[src/rtl/arb_pkg.sv]
// rtl/arb_pkg.sv - shared constants, state encoding and helpers for rr_arbiter_8
package arb_pkg;

  localparam int ARB_N    = 8;
  localparam int ARB_IDXW = 3;

  localparam logic [ARB_IDXW-1:0] ARB_PTR_RST = 3'd7;

  typedef enum logic {
    ST_IDLE  = 1'b0,
    ST_GRANT = 1'b1
  } arb_state_t;

  function automatic logic [ARB_N-1:0] idx_to_onehot(input logic [ARB_IDXW-1:0] idx);
    logic [ARB_N-1:0] oh;
    oh      = '0;
    oh[idx] = 1'b1;
    return oh;
  endfunction

endpackage

[src/rtl/rr_pick.sv]
// rtl/rr_pick.sv - combinational rotating priority encoder; search starts just after ptr
module rr_pick
  import arb_pkg::*;
(
  input  logic [ARB_N-1:0]    req,
  input  logic [ARB_IDXW-1:0] ptr,
  input  logic [ARB_IDXW-1:0] mask_idx,
  input  logic                mask_en,
  output logic [ARB_IDXW-1:0] win_idx,
  output logic                win_valid
);

  logic [ARB_N-1:0]    masked;
  logic [ARB_IDXW-1:0] cand;

  always_comb begin
    masked = req;
    if (mask_en) masked[mask_idx] = 1'b0;
    win_idx   = '0;
    win_valid = 1'b0;
    cand      = '0;
    // k = 8 wraps back to ptr itself, which therefore has the lowest priority
    for (int k = 1; k <= ARB_N; k++) begin
      cand = ptr + ARB_IDXW'(k);
      if (!win_valid && masked[cand]) begin
        win_idx   = cand;
        win_valid = 1'b1;
      end
    end
  end

endmodule

[src/rtl/rr_arbiter_8.sv]
// rtl/rr_arbiter_8.sv - 8-way round-robin arbiter with held grants; HOLD_TIMEOUT_EN adds a forced-release timer
module rr_arbiter_8
  import arb_pkg::*;
#(
  parameter int N    = ARB_N,
  parameter int IDXW = ARB_IDXW
`ifdef HOLD_TIMEOUT_EN
  ,
  parameter int MAX_HOLD = 16
`endif
) (
  input  logic            clk,
  input  logic            rst,
  input  logic [N-1:0]    req,
  input  logic            done,
  output logic [N-1:0]    gnt,
  output logic [IDXW-1:0] gnt_idx,
  output logic            gnt_valid,
  output logic            timeout
);

  arb_state_t          state;
  logic [IDXW-1:0]     ptr;
  logic [IDXW-1:0]     win_idx;
  logic                win_valid;
  logic                force_rel;
  logic                rel;
  logic                new_grant;

  // While granted, re-arbitrate as if the current grantee were the last winner.
  rr_pick u_pick (
    .req       (req),
    .ptr       ((state == ST_GRANT) ? gnt_idx : ptr),
    .mask_idx  (gnt_idx),
    .mask_en   (state == ST_GRANT),
    .win_idx   (win_idx),
    .win_valid (win_valid)
  );

  assign rel       = done || !req[gnt_idx] || force_rel;
  assign new_grant = win_valid && ((state == ST_IDLE) || rel);

  always_ff @(posedge clk or posedge rst) begin
    if (rst) begin
      state     <= ST_IDLE;
      gnt       <= '0;
      gnt_idx   <= '0;
      gnt_valid <= 1'b0;
      ptr       <= ARB_PTR_RST;
    end else begin
      if (state == ST_GRANT && rel) ptr <= gnt_idx;
      if (new_grant) begin
        gnt       <= idx_to_onehot(win_idx);
        gnt_idx   <= win_idx;
        gnt_valid <= 1'b1;
        state     <= ST_GRANT;
      end else if (state == ST_GRANT && rel) begin
        gnt       <= '0;
        gnt_idx   <= '0;
        gnt_valid <= 1'b0;
        state     <= ST_IDLE;
      end
    end
  end

`ifdef HOLD_TIMEOUT_EN
  logic [4:0] hold_cnt;

  assign force_rel = (state == ST_GRANT) && (hold_cnt == 5'(MAX_HOLD - 1));

  always_ff @(posedge clk or posedge rst) begin
    if (rst) begin
      hold_cnt <= '0;
      timeout  <= 1'b0;
    end else begin
      if (new_grant)               hold_cnt <= '0;
      else if (state == ST_GRANT)  hold_cnt <= hold_cnt + 5'd1;
      // a natural release on the same cycle takes precedence over the timer
      timeout <= force_rel && !done && req[gnt_idx];
    end
  end
`else
  assign force_rel = 1'b0;
  assign timeout   = 1'b0;
`endif

endmodule

[config.mk]
export PLATFORM = sky130hd
export DESIGN_NAME = rr_arbiter_8
export DESIGN_NICKNAME = d
export VERILOG_FILES = /design/src/rtl/arb_pkg.sv /design/src/rtl/rr_pick.sv /design/src/rtl/rr_arbiter_8.sv
export SDC_FILE = /design/constraint.sdc
export NUM_CORES = 1
export LEC_CHECK = 0
export CORE_MARGIN = 2
export CORE_UTILIZATION = 60
export CTS_CLUSTER_SIZE = 28
export DETAILED_ROUTE_END_ITERATION = 8
export HOLD_SLACK_MARGIN = 0.08
export PLACE_DENSITY = 0.84
export SLEW_MARGIN = 20
export SYNTH_ARGS = -nofsm -noshare
export SYNTH_HDL_FRONTEND = slang
export SYNTH_HIERARCHICAL = 1
export SYNTH_SLANG_ARGS = --single-unit
export TNS_END_PERCENT = 50
[constraint.sdc]
create_clock -name clk -period 6.3 [get_ports clk]
set_input_delay 0.945 -clock clk [delete_from_list [all_inputs] [get_ports clk]]
set_output_delay 0.945 -clock clk [all_outputs]
set_load 0.02 [all_outputs]
==> impl_table.tex <==
\begin{tabular}{lr}
\hline
Metric & Value \\
\hline
\multicolumn{2}{l}{\textbf{Setup path}} \\
Worst reg-to-reg path cell count & 13 \\
Worst path arrival time & 5.22 ns \\
Terminus of the critical flop-to-flop path & gnt[6] \\
RR Startpoint & state \\
CP endpoint & gnt[6] \\
Critical setup path kind & register to register \\
Crit start category & register \\
Biggest fanout along the worst timing path & 26 \\
Crit path required time & 6.54 ns \\
Crit path launch & state \\
Kind of capture point of the worst setup path & register \\
Setup slack of the most critical reg-to-reg path & 1.31 ns \\
\multicolumn{2}{l}{\textbf{Run}} \\
Max-capacitance violation count & 0 \\
\multicolumn{2}{l}{\textbf{Place}} \\
Routability-driven placement congestion ratio & between 1 and 1.5 \\
HPWL after detailed placement & 3.720 mm \\
Post-Place Cell Area & 0.002275 mm² \\
Port Buf Inserts & 22 \\
\multicolumn{2}{l}{\textbf{Floorplan}} \\
Chip Width & 63.52 µm \\
Vertical extent of the die & between 60 and 70 µm \\
IO Pins & 24 \\
Starting utilization of the core area & 0.6321 \\
Core Rows & 21 \\
Standard cell core area & 0.003363 mm² \\
Floorplan die area & 0.004035 mm² \\
\multicolumn{2}{l}{\textbf{Layout}} \\
Share of final-layout standard cells stronger than drive strength 1 & 0.2112 \\
Commonest cells after routing, fill and taps aside & sky130\_fd\_sc\_hd\_\_clkdlybuf4s50\_1 (22), sky130\_fd\_sc\_hd\_\_mux2i\_1 (19), sky130\_fd\_sc\_hd\_\_nor2\_1 (14) \\
Fill count & 294 \\
Area growth, synth to finish & 8.240\% \\
Core utilization of the finished layout & 0.6842 \\
Net count of the finished layout & approximately 250 \\
Cell area after layout & 0.002301 mm² \\
Commonest non-fill, non-tap cell in the layout & sky130\_fd\_sc\_hd\_\_clkdlybuf4s50\_1 \\
Diodes inserted & 0 \\
\multicolumn{2}{l}{\textbf{Timing}} \\
Achievable frequency & 200.5 MHz \\
Worst relative slew slack & 0.3241 \\
Setup-failing EPs final & 0 \\
Pins Over Slew Limit & 0 \\
Measured slew at the worst slew-check pin & 1.007 ns \\
Total negative slack for setup checks & 0 ns \\
Time the worst path needs with I/O delays and setup & 4.988 ns \\
Final setup skew & 0.003496 ns \\
Number of hold-slack violations in the final timing report & 0 \\
Crit share post-route & 0.7917 \\
RSZ-0062 raised after global routing & false \\
\multicolumn{2}{l}{\textbf{CTS}} \\
CTS tree & yes \\
Clock sink count & 15 \\
Number of buffers created by CTS & 3 \\
Clock-pin transition on the worst setup and hold timing paths & 0.09 ns \\
Clk\_lat worst skew & just under 0.3 ns \\
Clock Tree Root & sky130\_fd\_sc\_hd\_\_clkbuf\_4 \\
Post-CTS Hold Fix Bufs & 0 \\
Post-CTS setup buffers & 0 \\
H-tree depth & 1 \\
Number of gates given a new drive strength after cts & 0 \\
Clock Tree Buf Depth & 2 \\
\multicolumn{2}{l}{\textbf{Yosys}} \\
Cell types occupying the most area after synthesis & sky130\_fd\_sc\_hd\_\_dfrtp\_1 (14\%), sky130\_fd\_sc\_hd\_\_mux4\_2 (11\%), sky130\_fd\_sc\_hd\_\_mux2i\_1 (8.9\%) \\
Synthesized instance count & 224 \\
Post-synth EDFFs & 0 \\
Synthesized area & roughly 0.0021 mm² \\
Synth unique cells & 73 \\
Primary FF master, synth & sky130\_fd\_sc\_hd\_\_dfrtp\_1 \\
Flip-flop and latch count after synthesis & 15 \\
Count of yosys warnings during synthesis & 6 \\
Proportion of synthesized chip area in sequential cells & 0.1783 \\
Library cell occupying the most area in the post-synthesis netlist & sky130\_fd\_sc\_hd\_\_dfrtp\_1 \\
Proportion of netlist area held by the largest area contributor & 0.1413 \\
Mean Syn Cell Area & 9.490 µm² \\
Net Count, Synth & 237 \\
Fraction of registers with async set or reset after synthesis & 1.000 \\
\multicolumn{2}{l}{\textbf{Global route}} \\
Global-route congestion overflow total & 0 \\
First-pass GRT wire length & about 8.6 mm \\
Pin count of the biggest net entering global routing & 27 \\
Number of global-route vias before repair & 1785 \\
Total global-route track usage & 0.2659 \\
Antenna violations before repair & 0 \\
\multicolumn{2}{l}{\textbf{Detailed routing}} \\
TritonRoute pass-1 iters & 4 \\
Antenna Violating Nets Remaining & 0 \\
Drt first-iter violations & 218 \\
Total via count in the routed design & 1902 \\
Wire length on met3 & 361 µm \\
Drt via density & 6.842 \\
Routed length on met1 & 2.247 mm \\
Post-detailed-route DRC marker count & 0 \\
Top routing layer used & met4 \\
Detailed route wirelength on metal2 & 2.318 mm \\
Aggregate routed wire length & 4.981 mm \\
Wire length per cell after detailed routing & 17.92 µm \\
\multicolumn{2}{l}{\textbf{Min path}} \\
Worst min path class & register to register \\
Hold Path Stages & 1 \\
\multicolumn{2}{l}{\textbf{Run status}} \\
Run status & finished clean \\
\hline
\end{tabular}
## metrics by stage
stage / cells / setup WS [ns] / hold WS (ns)
2_1_floorplan: 224 / 2.088 / 0.5520
3_3_place_gp: 274 / 1.560 / 0.4850
3_5_place_dp: 274 / 1.409 / 0.4911
4_1_cts: 278 / 1.382 / 0.5469
5_1_grt: 278 / 0.9940 / 0.5818
6_report: 278 / 1.312 / 0.5412
## routing by layer
layer	GRT usage	vias to the layer above
li1	-	894
met1	0.3982	928
met2	0.3855	70
met3	0.06250	10
met4	0.06250	0
met5	0	-
## worst max-delay path, stage by stage, from the launching register on
cell                        delay (ns)
sky130_fd_sc_hd__dfrtp_1          0.87
sky130_fd_sc_hd__mux2_2           0.57
sky130_fd_sc_hd__inv_1            0.25
sky130_fd_sc_hd__ha_1             0.27
sky130_fd_sc_hd__xor2_2           0.34
sky130_fd_sc_hd__mux4_2           0.60
sky130_fd_sc_hd__nand3_2          0.13
sky130_fd_sc_hd__or2_4            0.17
sky130_fd_sc_hd__a2111oi_2        0.05
sky130_fd_sc_hd__a311oi_1         0.83
sky130_fd_sc_hd__nand2_1          0.24
sky130_fd_sc_hd__nor3b_1          0.32
sky130_fd_sc_hd__o21ba_2          0.18
sky130_fd_sc_hd__a221o_1          0.10
## cells by family after synthesis
logic type | after synthesis | share of synthesized area
buf+inv | 27 | 0.07652
other cells | 1 | 0.001764
mux | 38 | 0.2484
simple gates | 57 | 0.1430
fa+ha+maj | 2 | 0.01177
xor+xnor | 8 | 0.04709
flops | 15 | 0.1783
compound gates | 76 | 0.2931
## sequential cells by signal, summed over array words and instances, names as in the netlist
name / flops
gnt_idx: 3
ptr: 3
state: 1
gnt: 8
## synth_stat cells (2+ instances only)
| cell | number |
|---|---|
| sky130_fd_sc_hd__nor3_1 | 2 |
| sky130_fd_sc_hd__a41oi_1 | 2 |
| sky130_fd_sc_hd__dfrtp_1 | 12 |
| sky130_fd_sc_hd__mux4_2 | 10 |
| sky130_fd_sc_hd__a31o_2 | 2 |
| sky130_fd_sc_hd__clkbuf_1 | 5 |
| sky130_fd_sc_hd__nor2_1 | 14 |
| sky130_fd_sc_hd__a21o_1 | 4 |
| sky130_fd_sc_hd__o31ai_1 | 2 |
| sky130_fd_sc_hd__o211ai_1 | 5 |
| sky130_fd_sc_hd__or2_2 | 2 |
| sky130_fd_sc_hd__mux2i_1 | 19 |
| sky130_fd_sc_hd__mux2_1 | 2 |
| sky130_fd_sc_hd__a221o_1 | 9 |
| sky130_fd_sc_hd__a31oi_1 | 5 |
| sky130_fd_sc_hd__o22ai_1 | 3 |
| sky130_fd_sc_hd__nand3_2 | 2 |
| sky130_fd_sc_hd__buf_2 | 4 |
| sky130_fd_sc_hd__o2bb2ai_1 | 3 |
| sky130_fd_sc_hd__xor2_2 | 3 |
| sky130_fd_sc_hd__o21ba_2 | 2 |
| sky130_fd_sc_hd__nor2b_1 | 6 |
| sky130_fd_sc_hd__a21oi_1 | 11 |
| sky130_fd_sc_hd__buf_6 | 7 |
| sky130_fd_sc_hd__ha_1 | 2 |
| sky130_fd_sc_hd__dfstp_2 | 3 |
| sky130_fd_sc_hd__mux2_2 | 6 |
| sky130_fd_sc_hd__inv_1 | 8 |
| sky130_fd_sc_hd__o31a_1 | 3 |
| sky130_fd_sc_hd__xnor2_1 | 3 |
| sky130_fd_sc_hd__nor3b_1 | 3 |
| sky130_fd_sc_hd__nand3_1 | 4 |
| sky130_fd_sc_hd__nand2_1 | 13 |
| sky130_fd_sc_hd__o21ai_0 | 4 |
## area by class of cell
type,instances,area (µm²),share of cell area
tap,46,57.56,0.02501
sequential,15,379.1,0.1648
multi-input combinational,182,1584,0.6884
inverter,9,33.78,0.01468
timing repair buffer,22,220.2,0.09570
clock buffer,4,26.28,0.01142
## how the worst min path moves through the flow
stage                       from  endpoint  slack (ns)
final                     gnt[7]    gnt[7]        0.54
after detailed placement  gnt[7]    gnt[7]        0.49
after floorplan           ptr[2]    ptr[2]        0.55
after CTS                 gnt[7]    gnt[7]        0.55
after global placement    gnt[7]    gnt[7]        0.49
after global routing      gnt[0]    gnt[0]        0.58
Power is not shown: default switching activity piles up to over one toggle a cycle in this logic, so the estimate is an artifact.
